--- src/rtl/gamepad_pkg.sv ---
// Shared types and constants for the SNES-style gamepad serial reader:
// FSM state encoding, button bit positions and default timing parameters.
package gamepad_pkg;

    typedef enum logic [2:0] {
        IDLE,
        LATCH,
        SETTLE,
        LOW,
        HIGH,
        DONE
    } state_t;

    localparam int BTN_B      = 0;
    localparam int BTN_Y      = 1;
    localparam int BTN_SELECT = 2;
    localparam int BTN_START  = 3;
    localparam int BTN_UP     = 4;
    localparam int BTN_DOWN   = 5;
    localparam int BTN_LEFT   = 6;
    localparam int BTN_RIGHT  = 7;
    localparam int BTN_A      = 8;
    localparam int BTN_X      = 9;
    localparam int BTN_L      = 10;
    localparam int BTN_R      = 11;

    localparam int CLK_DIV_DEF  = 8;
    localparam int NUM_BITS_DEF = 12;
    localparam int POLL_DIV_DEF = 50000;

endpackage

--- src/rtl/gamepad_serial_reader_if.sv ---
// Bundle between the gamepad reader and its surroundings (pad pins + PIO side).
// master: host/pad side drives enable, pad_data; slave: reader drives the rest.
interface gamepad_serial_reader_if
    import gamepad_pkg::*;
#(
    parameter int NUM_BITS = NUM_BITS_DEF
);
    logic                enable;
    logic                pad_data;
    logic                pad_latch;
    logic                pad_clk;
    logic [NUM_BITS-1:0] buttons;
    logic                valid;
    logic                busy;

    modport master (
        output enable,
        output pad_data,
        input  pad_latch,
        input  pad_clk,
        input  buttons,
        input  valid,
        input  busy
    );

    modport slave (
        input  enable,
        input  pad_data,
        output pad_latch,
        output pad_clk,
        output buttons,
        output valid,
        output busy
    );
endinterface

--- src/rtl/gamepad_tick_gen.sv ---
// Half-period timer: pulses phase_end_o on the last cycle of a CLK_DIV phase,
// or of a 2*CLK_DIV phase when long_phase_i is set. Ports: clk, reset_n,
// run_i (count enable, clears when low), long_phase_i, phase_end_o.
module gamepad_tick_gen #(
    parameter int CLK_DIV = 8
) (
    input  logic clk,
    input  logic reset_n,
    input  logic run_i,
    input  logic long_phase_i,
    output logic phase_end_o
);
    localparam int CW = $clog2(2 * CLK_DIV);
    localparam logic [CW-1:0] SHORT_LAST = CW'(CLK_DIV - 1);
    localparam logic [CW-1:0] LONG_LAST  = CW'(2 * CLK_DIV - 1);

    logic [CW-1:0] cnt_q;
    logic [CW-1:0] cnt_d;

    assign phase_end_o = run_i &&
        (cnt_q == (long_phase_i ? LONG_LAST : SHORT_LAST));

    always_comb begin
        cnt_d = cnt_q + CW'(1);
        if (!run_i || phase_end_o) cnt_d = '0;
    end

    always_ff @(posedge clk or negedge reset_n) begin
        if (!reset_n) cnt_q <= '0;
        else          cnt_q <= cnt_d;
    end
endmodule

--- src/rtl/gamepad_serial_reader.sv ---
// Polls an SNES-style pad (latch/clock/data) and presents an active-high button word.
// Ports: clk, reset_n (async, active-low), bus (gamepad_serial_reader_if.slave:
// enable, pad_data in; pad_latch, pad_clk, buttons, valid, busy out).
// Option: define GAMEPAD_DEBOUNCE_EN to require two identical frames per update.
module gamepad_serial_reader
    import gamepad_pkg::*;
#(
    parameter int CLK_DIV  = CLK_DIV_DEF,
    parameter int NUM_BITS = NUM_BITS_DEF,
    parameter int POLL_DIV = POLL_DIV_DEF
) (
    input  logic                    clk,
    input  logic                    reset_n,
    gamepad_serial_reader_if.slave  bus
);
    localparam int IW        = $clog2(NUM_BITS);
    localparam int PW        = $clog2(POLL_DIV);
    localparam int FRAME_LEN = (2 * NUM_BITS + 1) * CLK_DIV + 1;
    localparam bit BACK2BACK = POLL_DIV <= FRAME_LEN;
    localparam logic [IW-1:0] LAST_BIT  = IW'(NUM_BITS - 1);
    localparam logic [PW-1:0] POLL_LAST = PW'(POLL_DIV - 1);

    state_t              state_q;
    logic [1:0]          sync_q;
    logic [NUM_BITS-1:0] shift_q;
    logic [IW-1:0]       idx_q;
    logic [PW-1:0]       poll_q;
    logic [PW-1:0]       poll_d;
    logic                pad_latch_q;
    logic                pad_clk_q;
    logic [NUM_BITS-1:0] buttons_q;
    logic                valid_q;
    logic                busy_q;
`ifdef GAMEPAD_DEBOUNCE_EN
    logic [NUM_BITS-1:0] prev_q;
`endif

    logic sync_data;
    logic phase_end;
    logic run;
    logic go_latch;

    assign sync_data = sync_q[1];
    assign run = (state_q == LATCH) || (state_q == SETTLE) ||
                 (state_q == LOW) || (state_q == HIGH);

    // The cycle that decides to start a frame is poll position 0.
    assign go_latch = bus.enable &&
        (((state_q == IDLE) && (poll_q == '0)) ||
         ((state_q == DONE) && BACK2BACK));

    always_comb begin
        poll_d = (poll_q == POLL_LAST) ? '0 : poll_q + PW'(1);
        if ((state_q == IDLE) && !bus.enable) poll_d = '0;
        if (go_latch) poll_d = PW'(1);
    end

    gamepad_tick_gen #(
        .CLK_DIV (CLK_DIV)
    ) u_tick (
        .clk          (clk),
        .reset_n      (reset_n),
        .run_i        (run),
        .long_phase_i (state_q == LATCH),
        .phase_end_o  (phase_end)
    );

    always_ff @(posedge clk or negedge reset_n) begin
        if (!reset_n) begin
            state_q     <= IDLE;
            sync_q      <= 2'b11;
            shift_q     <= '0;
            idx_q       <= '0;
            poll_q      <= '0;
            pad_latch_q <= 1'b0;
            pad_clk_q   <= 1'b1;
            buttons_q   <= '0;
            valid_q     <= 1'b0;
            busy_q      <= 1'b0;
`ifdef GAMEPAD_DEBOUNCE_EN
            prev_q      <= '0;
`endif
        end else begin
            valid_q <= 1'b0;
            poll_q  <= poll_d;
            sync_q  <= {sync_q[0], bus.pad_data};
            unique case (state_q)
                IDLE: begin
                    if (go_latch) begin
                        state_q     <= LATCH;
                        pad_latch_q <= 1'b1;
                        busy_q      <= 1'b1;
                    end
                end
                LATCH: begin
                    if (phase_end) begin
                        state_q     <= SETTLE;
                        pad_latch_q <= 1'b0;
                    end
                end
                SETTLE: begin
                    if (phase_end) begin
                        shift_q[0] <= sync_data;
                        idx_q      <= IW'(1);
                        state_q    <= LOW;
                        pad_clk_q  <= 1'b0;
                    end
                end
                LOW: begin
                    if (phase_end) begin
                        state_q   <= HIGH;
                        pad_clk_q <= 1'b1;
                    end
                end
                HIGH: begin
                    if (phase_end) begin
                        shift_q[idx_q] <= sync_data;
                        if (idx_q == LAST_BIT) begin
                            state_q <= DONE;
                        end else begin
                            idx_q     <= idx_q + IW'(1);
                            state_q   <= LOW;
                            pad_clk_q <= 1'b0;
                        end
                    end
                end
                DONE: begin
`ifdef GAMEPAD_DEBOUNCE_EN
                    if (~shift_q == prev_q) begin
                        buttons_q <= ~shift_q;
                        valid_q   <= 1'b1;
                    end
                    prev_q <= ~shift_q;
`else
                    buttons_q <= ~shift_q;
                    valid_q   <= 1'b1;
`endif
                    idx_q <= '0;
                    if (go_latch) begin
                        state_q     <= LATCH;
                        pad_latch_q <= 1'b1;
                    end else begin
                        state_q <= IDLE;
                        busy_q  <= 1'b0;
                    end
                end
                default: state_q <= IDLE;
            endcase
        end
    end

    assign bus.pad_latch = pad_latch_q;
    assign bus.pad_clk   = pad_clk_q;
    assign bus.buttons   = buttons_q;
    assign bus.valid     = valid_q;
    assign bus.busy      = busy_q;
endmodule

--- src/flat_wrapper.sv ---
// flat-port wrapper written by rule: the top's interface ports become plain ports
module gamepad_serial_reader_flat import gamepad_pkg::*;
#(
    parameter int CLK_DIV  = CLK_DIV_DEF,
    parameter int NUM_BITS = NUM_BITS_DEF,
    parameter int POLL_DIV = POLL_DIV_DEF
)
  (clk, reset_n, bus_enable, bus_pad_data, bus_pad_latch, bus_pad_clk, bus_buttons, bus_valid, bus_busy);
  gamepad_serial_reader_if #(.NUM_BITS(NUM_BITS)) bus_i ();
  input  logic clk;
  input  logic reset_n;
  input wire logic [$bits(bus_i.enable)-1:0] bus_enable;
  input wire logic [$bits(bus_i.pad_data)-1:0] bus_pad_data;
  output wire logic [$bits(bus_i.pad_latch)-1:0] bus_pad_latch;
  output wire logic [$bits(bus_i.pad_clk)-1:0] bus_pad_clk;
  output wire logic [$bits(bus_i.buttons)-1:0] bus_buttons;
  output wire logic [$bits(bus_i.valid)-1:0] bus_valid;
  output wire logic [$bits(bus_i.busy)-1:0] bus_busy;
  assign bus_i.enable = bus_enable;
  assign bus_i.pad_data = bus_pad_data;
  assign bus_pad_latch = bus_i.pad_latch;
  assign bus_pad_clk = bus_i.pad_clk;
  assign bus_buttons = bus_i.buttons;
  assign bus_valid = bus_i.valid;
  assign bus_busy = bus_i.busy;
  gamepad_serial_reader #(.CLK_DIV(CLK_DIV), .NUM_BITS(NUM_BITS), .POLL_DIV(POLL_DIV)) u_core (.clk(clk), .reset_n(reset_n), .bus(bus_i));
endmodule
--- config.mk ---
export PLATFORM = sky130hd
export DESIGN_NAME = gamepad_serial_reader_flat
export DESIGN_NICKNAME = d
export VERILOG_FILES = /design/src/rtl/gamepad_pkg.sv /design/src/rtl/gamepad_serial_reader_if.sv /design/src/rtl/gamepad_tick_gen.sv /design/src/rtl/gamepad_serial_reader.sv /design/src/flat_wrapper.sv
export SDC_FILE = /design/constraint.sdc
export NUM_CORES = 1
export LEC_CHECK = 0
export BUFFER_PORTS_ARGS = -buffer_cell sky130_fd_sc_hd__buf_2
export CELL_PAD_IN_SITES_DETAIL_PLACEMENT = 0
export CELL_PAD_IN_SITES_GLOBAL_PLACEMENT = 1
export CORE_MARGIN = 2
export CORE_UTILIZATION = 51
export CTS_CLUSTER_DIAMETER = 30
export CTS_CLUSTER_SIZE = 20
export DETAILED_ROUTE_END_ITERATION = 16
export PLACE_DENSITY = 0.91
export SLEW_MARGIN = 20
export SYNTH_ARGS = -nofsm -noshare
export SYNTH_HDL_FRONTEND = slang
export SYNTH_SLANG_ARGS = --single-unit
--- constraint.sdc ---
create_clock -name clk -period 4.15 [get_ports clk]
set_input_delay 0.83 -clock clk [delete_from_list [all_inputs] [get_ports clk]]
set_output_delay 0.83 -clock clk [all_outputs]
set_load 0.01 [all_outputs]
# Word-level counts from Yosys, hierarchy flattened

Index checks and enable logic that the tools add are counted.

Bitwise gates (word level): 1
Mux-type cells: 33
Equality and inequality tests: 16
Magnitude comparators: 2
$add $sub $neg: 3
Reduce and logical (&&, ||, !) cells: 26

Operators by type and width:

| cell                  | number |
|---|---|
| $mux 16               | 3 |
| $mux 4                | 5 |
| $mux 3                | 6 |
| $pmux 3 s6            | 1 |
| $add 16x1->16 const B | 1 |
| $eq 16x16->1 const B  | 1 |
| $logic_not 16->1      | 1 |
| $bwmux 12             | 1 |
| $not 12->12           | 1 |
| $pmux 4 s3            | 1 |
| $mux 1                | 11 |
| $ne 2x2->1 const B    | 5 |
| $reduce_and 5->1      | 2 |
| $reduce_and 3->1      | 3 |
| $add 4x1->4 const B   | 2 |
| $eq 3x2->1 const B    | 2 |
| $eq 3x3->1 const B    | 2 |
| $ne 2x1->1 const B    | 3 |
| $pmux 1 s2            | 3 |
| $reduce_bool 2->1     | 3 |
| $reduce_bool 3->1     | 2 |
| $logic_and 1x1->1     | 5 |
| $lt 4x5->1 const B    | 1 |
| $demux 1 s4           | 1 |
| 11 further kinds      | 15 |

Bits in registers: 57
Input port bits: 4
Logic and storage cells: 93

# Longest topological paths before layout

Word-level depth: 7
Gate-level depth with buffers: 6
Depth with buffers taken out: 5

# Modules after synthesis

From an unflattened synthesis, not the netlist that was laid out.

Cells, all modules: 260
Area, all modules: 2692.6 µm²

Modules (own cells, without submodules):

| module                | instances | cells an instance | area an instance (µm²) |
|---|---|---|---|
| gamepad_serial_reader | 1         | 243               | 2504.9 |
| gamepad_tick_gen      | 1         | 17                | 187.7 |

# Worst setup path before layout

OpenSTA, ideal clock, no wires.

Kind: flip-flop to flip-flop
Start point: reg u_core.state_q[1]
End point: reg u_core.poll_q[5]
Data required time: 4.009 ns
Buffers on the path: 2
Setup time: 0.141 ns
Clock period less this slack: 1.968 ns
Setup slack: 2.182 ns
Arrival: 1.826 ns
Stages on the path, launching flop included: 7
Path through: dfrtp_1 -> buf_6 -> or3_4 -> or4_4 -> nor3_4 -> buf_6 -> nor3_1

Longest elaborated chain between the ends: 4
Elaborated cells between the ends (all ways): 6

Ends and longest elaborated chain:

| element                                      | line                                                     | source |
|---|---|---|
| from (decl)                                  | gamepad_serial_reader.sv:23                              | `state_t state_q;` |
| from (signal assigned)                       | gamepad_serial_reader.sv:70                              | `state_q <= IDLE;` |
| from (signal assigned)                       | gamepad_serial_reader.sv:90                              | `state_q <= LATCH;` |
| from (signal assigned)                       | gamepad_serial_reader.sv:97                              | `state_q <= SETTLE;` |
| $logic_not 3->1 *                            | gamepad_serial_reader.sv:49, gamepad_serial_reader.sv:54 |  |
| $logic_and 1x1->1 (on tied branches)         | gamepad_serial_reader.sv:54, gamepad_serial_reader.sv:49 |  |
| $mux 16 or $logic_and 1x1->1 (tied branches) | gamepad_serial_reader.sv:54, gamepad_serial_reader.sv:48 |  |
| $mux 16 *                                    | gamepad_serial_reader.sv:55                              | `if (go_latch) poll_d = PW'(1);` |
| via u_core.poll_d[5]                         | gamepad_serial_reader.sv:28                              | `logic [PW-1:0] poll_d;` |
| to (signal assigned)                         | gamepad_serial_reader.sv:85                              | `poll_q <= poll_d;` |
| to (decl)                                    | gamepad_serial_reader.sv:27                              | `logic [PW-1:0] poll_q;` |

The timed path passes the listed nets; every way through them passes the cells marked *.
A chain may end at the register's enable or synchronous reset.

# Worst setup path after layout

Start point: reg u_core.state_q[0]
End point: reg u_core.poll_q[0]

Same word-level chain as after synthesis.

==> reports/metrics.json <==
{
  "drt-initial-drc-count": 156,
  "post_cts_buffers": 0,
  "n_antenna_cell": 0,
  "report.final.hold_viol_count": 0,
  "x_dimension_of_the_die_microns": 77.2,
  "grt_pass1_vias": 1941,
  "tcrit_tclk_final": 0.588,
  "worstSkewPairLatency_ns": 0.34,
  "clockRootBuffer": "sky130_fd_sc_hd__clkbuf_8",
  "cts.repair.resized": 0,
  "gpl.final_weighted_congestion": 0.810,
  "routed_wl_microns": 5160,
  "clock_tree_from_tritoncts": "yes",
  "hold_class": "flip-flop to flip-flop",
  "synthDominantAreaCellType": "sky130_fd_sc_hd__dfrtp_1",
  "synthesis.nets": 275,
  "power_density_nw_per_um2": 524,
  "placementRows": 26,
  "synth_top_cells_by_count": "sky130_fd_sc_hd__dfrtp_1 (54), sky130_fd_sc_hd__nand2_1 (29), sky130_fd_sc_hd__nor3_1 (21)",
  "grt_overflow": 0,
  "kind_of_end_point_of_the_critical_path": "flip-flop",
  "ys.flop_type": "sky130_fd_sc_hd__dfrtp_1",
  "setup_viol": 0,
  "worstRegToRegCells": 4,
  "synthesis.area_per_instance_sq_um": 10.3,
  "avgViaCountPerCell": 5.50,
  "synthDistinctLibCells": 51,
  "status": "complete, no violations",
  "die_height_microns": 77.2,
  "net_count_of_the_finished_layout": 293,
  "power.ir.vdd_worst_v": 0.000282,
  "die-area_sq_um": 5950,
  "wl_per_cell_microns": 14.4,
  "timing.critical_path.fanout_max": 20,
  "grt_setup_unrepaired": "false",
  "drt_first_pass_iters": 4,
  "placeableCoreArea_sq_um": 5140,
  "worstHoldPathCells": 0,
  "timing.final.max_slew_violations": 0,
  "register_area_share_after_synthesis": 0.524,
  "post-route-drc-count": 0,
  "clock.fmax_mhz": 410,
  "worst_hold_startpoint": "u_core.sync_q[0]",
  "syn2layout_area_growth_pct": 11.9,
  "ant_nets": 0,
  "cp_data_required_time_ns": 4.40,
  "final_core_utilization": 0.594,
  "number_of_flops_mapped_to_enable_cells_by_yosys": 0,
  "clock_period_minus_final_worst_setup_slack_ns": 2.44,
  "power_leakage_uw": 0.00135,
  "synth.top_cells.by_area": "sky130_fd_sc_hd__dfrtp_1 (50%), sky130_fd_sc_hd__mux2_2 (5.0%), sky130_fd_sc_hd__xnor2_1 (4.2%)",
  "gr-usage-all-layers": 0.205,
  "proportion_of_power_drawn_by_the_clock_network": 0.317,
  "seq_power_share": 0.474,
  "synth.ff_latch_count": 57,
  "cts.sinks": 57,
  "critPathKind": "flip-flop to flip-flop",
  "critical_path_startpoint_category": "flip-flop",
  "netSwitchingFraction": 0.327,
  "async_reset_ff_frac": 1.00,
  "timing.max_slew.rel_slack": 0.472,
  "hold_buffers": 0,
  "grt_max_degree": 40,
  "postSynthCellCount": 264,
  "worst_ep_arrival_time_ns": 2.69,
  "first_pass_grt_wire_length_microns": 9430,
  "netSwitchingPower_uw": 524,
  "clkSlewWorstSetupHoldPaths_ns": 0.07,
  "comb_power_share": 0.210,
  "timing.rr.end": "u_core.poll_q[0]",
  "yosys_warnings": 0,
  "dr_total_vias": 1965,
  "io-pin-count": 20,
  "rr_startpoint": "u_core.state_q[0]",
  "start_util": 0.531,
  "port_buffers": 19,
  "yosys.area.top_type_share": 0.495,
  "number_of_buffers_inserted_during_clock_tree_synthesis": 9,
  "clock_tree.htree_level_count": 3,
  "synthesis.area_sq_um": 2730,
  "worst_hold_end": "u_core.sync_q[1]",
  "fin_skew_ns": 0.00891,
  "drive_above_1_share": 0.206,
  "post-synth-top-count-cell": "sky130_fd_sc_hd__dfrtp_1",
  "fillers": 480,
  "clock_path_buffers": 2,
  "r2r_slack_ns": 1.71,
  "worst_slew_pin_slew_ns": 0.790,
  "max_cap_viol_count": 0,
  "dp_hpwl_microns": 3410,
  "fin_tns_setup_ns": 0,
  "dpl-instance-area_sq_um": 2860,
  "initial_antenna_violation_count": 0,
  "design_area_sq_um": 3050,
  "internal_power_uw": 1080
}
==> cell type report <==
class,count,area (sq um),area share
sequential,57,1430,0.468
clock buffer,9,124,0.0406
multi-input combinational,184,1200,0.393
timing repair buffer,20,103,0.0336
inverter,10,37.5,0.0123
tap,70,87.6,0.0287
clock inverter,7,71.3,0.0234
==> sequential cells by signal (all words and copies together), names as in the netlist <==
register              cells
u_core.state_q            3
u_core.u_tick.cnt_q       4
u_core.shift_q           12
u_core.poll_q            16
u_core.idx_q              4
u_core.bus.pad_latch      1
u_core.bus.valid          1
u_core.bus.busy           1
u_core.bus.pad_clk        1
u_core.sync_q             2
u_core.bus.buttons       12
==> logic make-up (layout without fill, tap and decap cells) <==
kind of cell | after synthesis | after routing | synth area share
AOI/OAI and AO/OA | 40 | 40 | 0.0945
xor gates and xnor gates | 16 | 16 | 0.0514
adders and majority gates | 7 | 7 | 0.0321
buffers and inverters | 23 | 46 | 0.0381
DFF | 57 | 57 | 0.524
muxes | 13 | 13 | 0.0532
and+or+nand+nor | 108 | 108 | 0.207
==> worst max path at each step <==
stage	start	to	slack (ns)	depth (start not counted)
finish	u_core.state_q[0]	u_core.poll_q[0]	1.71	4
global route	u_core.state_q[0]	u_core.poll_q[0]	1.61	4
CTS	u_core.state_q[0]	u_core.poll_q[0]	1.70	4
detailed placement	u_core.state_q[0]	u_core.poll_q[0]	1.72	4
global placement	u_core.poll_q[0]	u_core.poll_q[5]	1.69	5
floorplan	u_core.state_q[1]	u_core.poll_q[5]	2.18	6
==> per-layer routing <==
layer | up-vias | track usage | share of wire | wire (microns)
met5 | - | 0 | 0 | 0
met4 | 0 | 0.121 | 0.025 | 129
met3 | 11 | 0.0412 | 0.035 | 183
met2 | 35 | 0.299 | 0.46 | 2380
met1 | 951 | 0.282 | 0.48 | 2460
li1 | 968 | - | - | -
==> placed cells by master, fill, tap and decap left out, types with 2 or more instances in the layout <==
cell / n
sky130_fd_sc_hd__dfrtp_1: 54
sky130_fd_sc_hd__nand2_1: 29
sky130_fd_sc_hd__nor3_1: 21
sky130_fd_sc_hd__o21ai_0: 19
sky130_fd_sc_hd__buf_2: 19
sky130_fd_sc_hd__nand3_1: 16
sky130_fd_sc_hd__xnor2_1: 13
sky130_fd_sc_hd__nor2_1: 13
sky130_fd_sc_hd__mux2_2: 12
sky130_fd_sc_hd__inv_1: 10
sky130_fd_sc_hd__clkbuf_8: 9
sky130_fd_sc_hd__ha_1: 7
sky130_fd_sc_hd__nor4_1: 4
sky130_fd_sc_hd__nand3b_1: 3
sky130_fd_sc_hd__nand4_1: 3
sky130_fd_sc_hd__xor2_1: 3
sky130_fd_sc_hd__clkinvlp_4: 3
sky130_fd_sc_hd__dfstp_2: 3
sky130_fd_sc_hd__nor2b_1: 2
sky130_fd_sc_hd__nor3b_1: 2
sky130_fd_sc_hd__o21bai_1: 2
sky130_fd_sc_hd__and3_1: 2
sky130_fd_sc_hd__o2111ai_1: 2
sky130_fd_sc_hd__nand2b_1: 2
sky130_fd_sc_hd__a21oi_1: 2
sky130_fd_sc_hd__o211ai_1: 2
sky130_fd_sc_hd__clkinv_2: 2
==> power by group through the flow <==
stage                     Sequential, uW  Clock, uW  Combinational, uW
after floorplan                      737          0                271
after global placement               762          0                327
after detailed placement             767          0                339
after CTS                            757        517                341
after global routing                 777        541                391
final                                758        507                335
==> worst max-delay path, stage by stage (launching register included) <==
cell                       delay [ns]
sky130_fd_sc_hd__dfrtp_1         0.59
sky130_fd_sc_hd__or3_4           0.48
sky130_fd_sc_hd__or4_4           0.44
sky130_fd_sc_hd__nor3_4          0.62
sky130_fd_sc_hd__o21bai_1        0.23
==> through the flow <==
step	cells	total power, uW	setup slack [ns]	hold slack [ns]
after floorplan	264	1010	2.18	0.345
after global placement	341	1090	1.69	0.347
after detailed placement	341	1110	1.72	0.349
after CTS	357	1610	1.70	0.359
after global routing	357	1710	1.61	0.365
final	357	1600	1.71	0.357
Note: power is estimated with default switching activity, not from simulation.
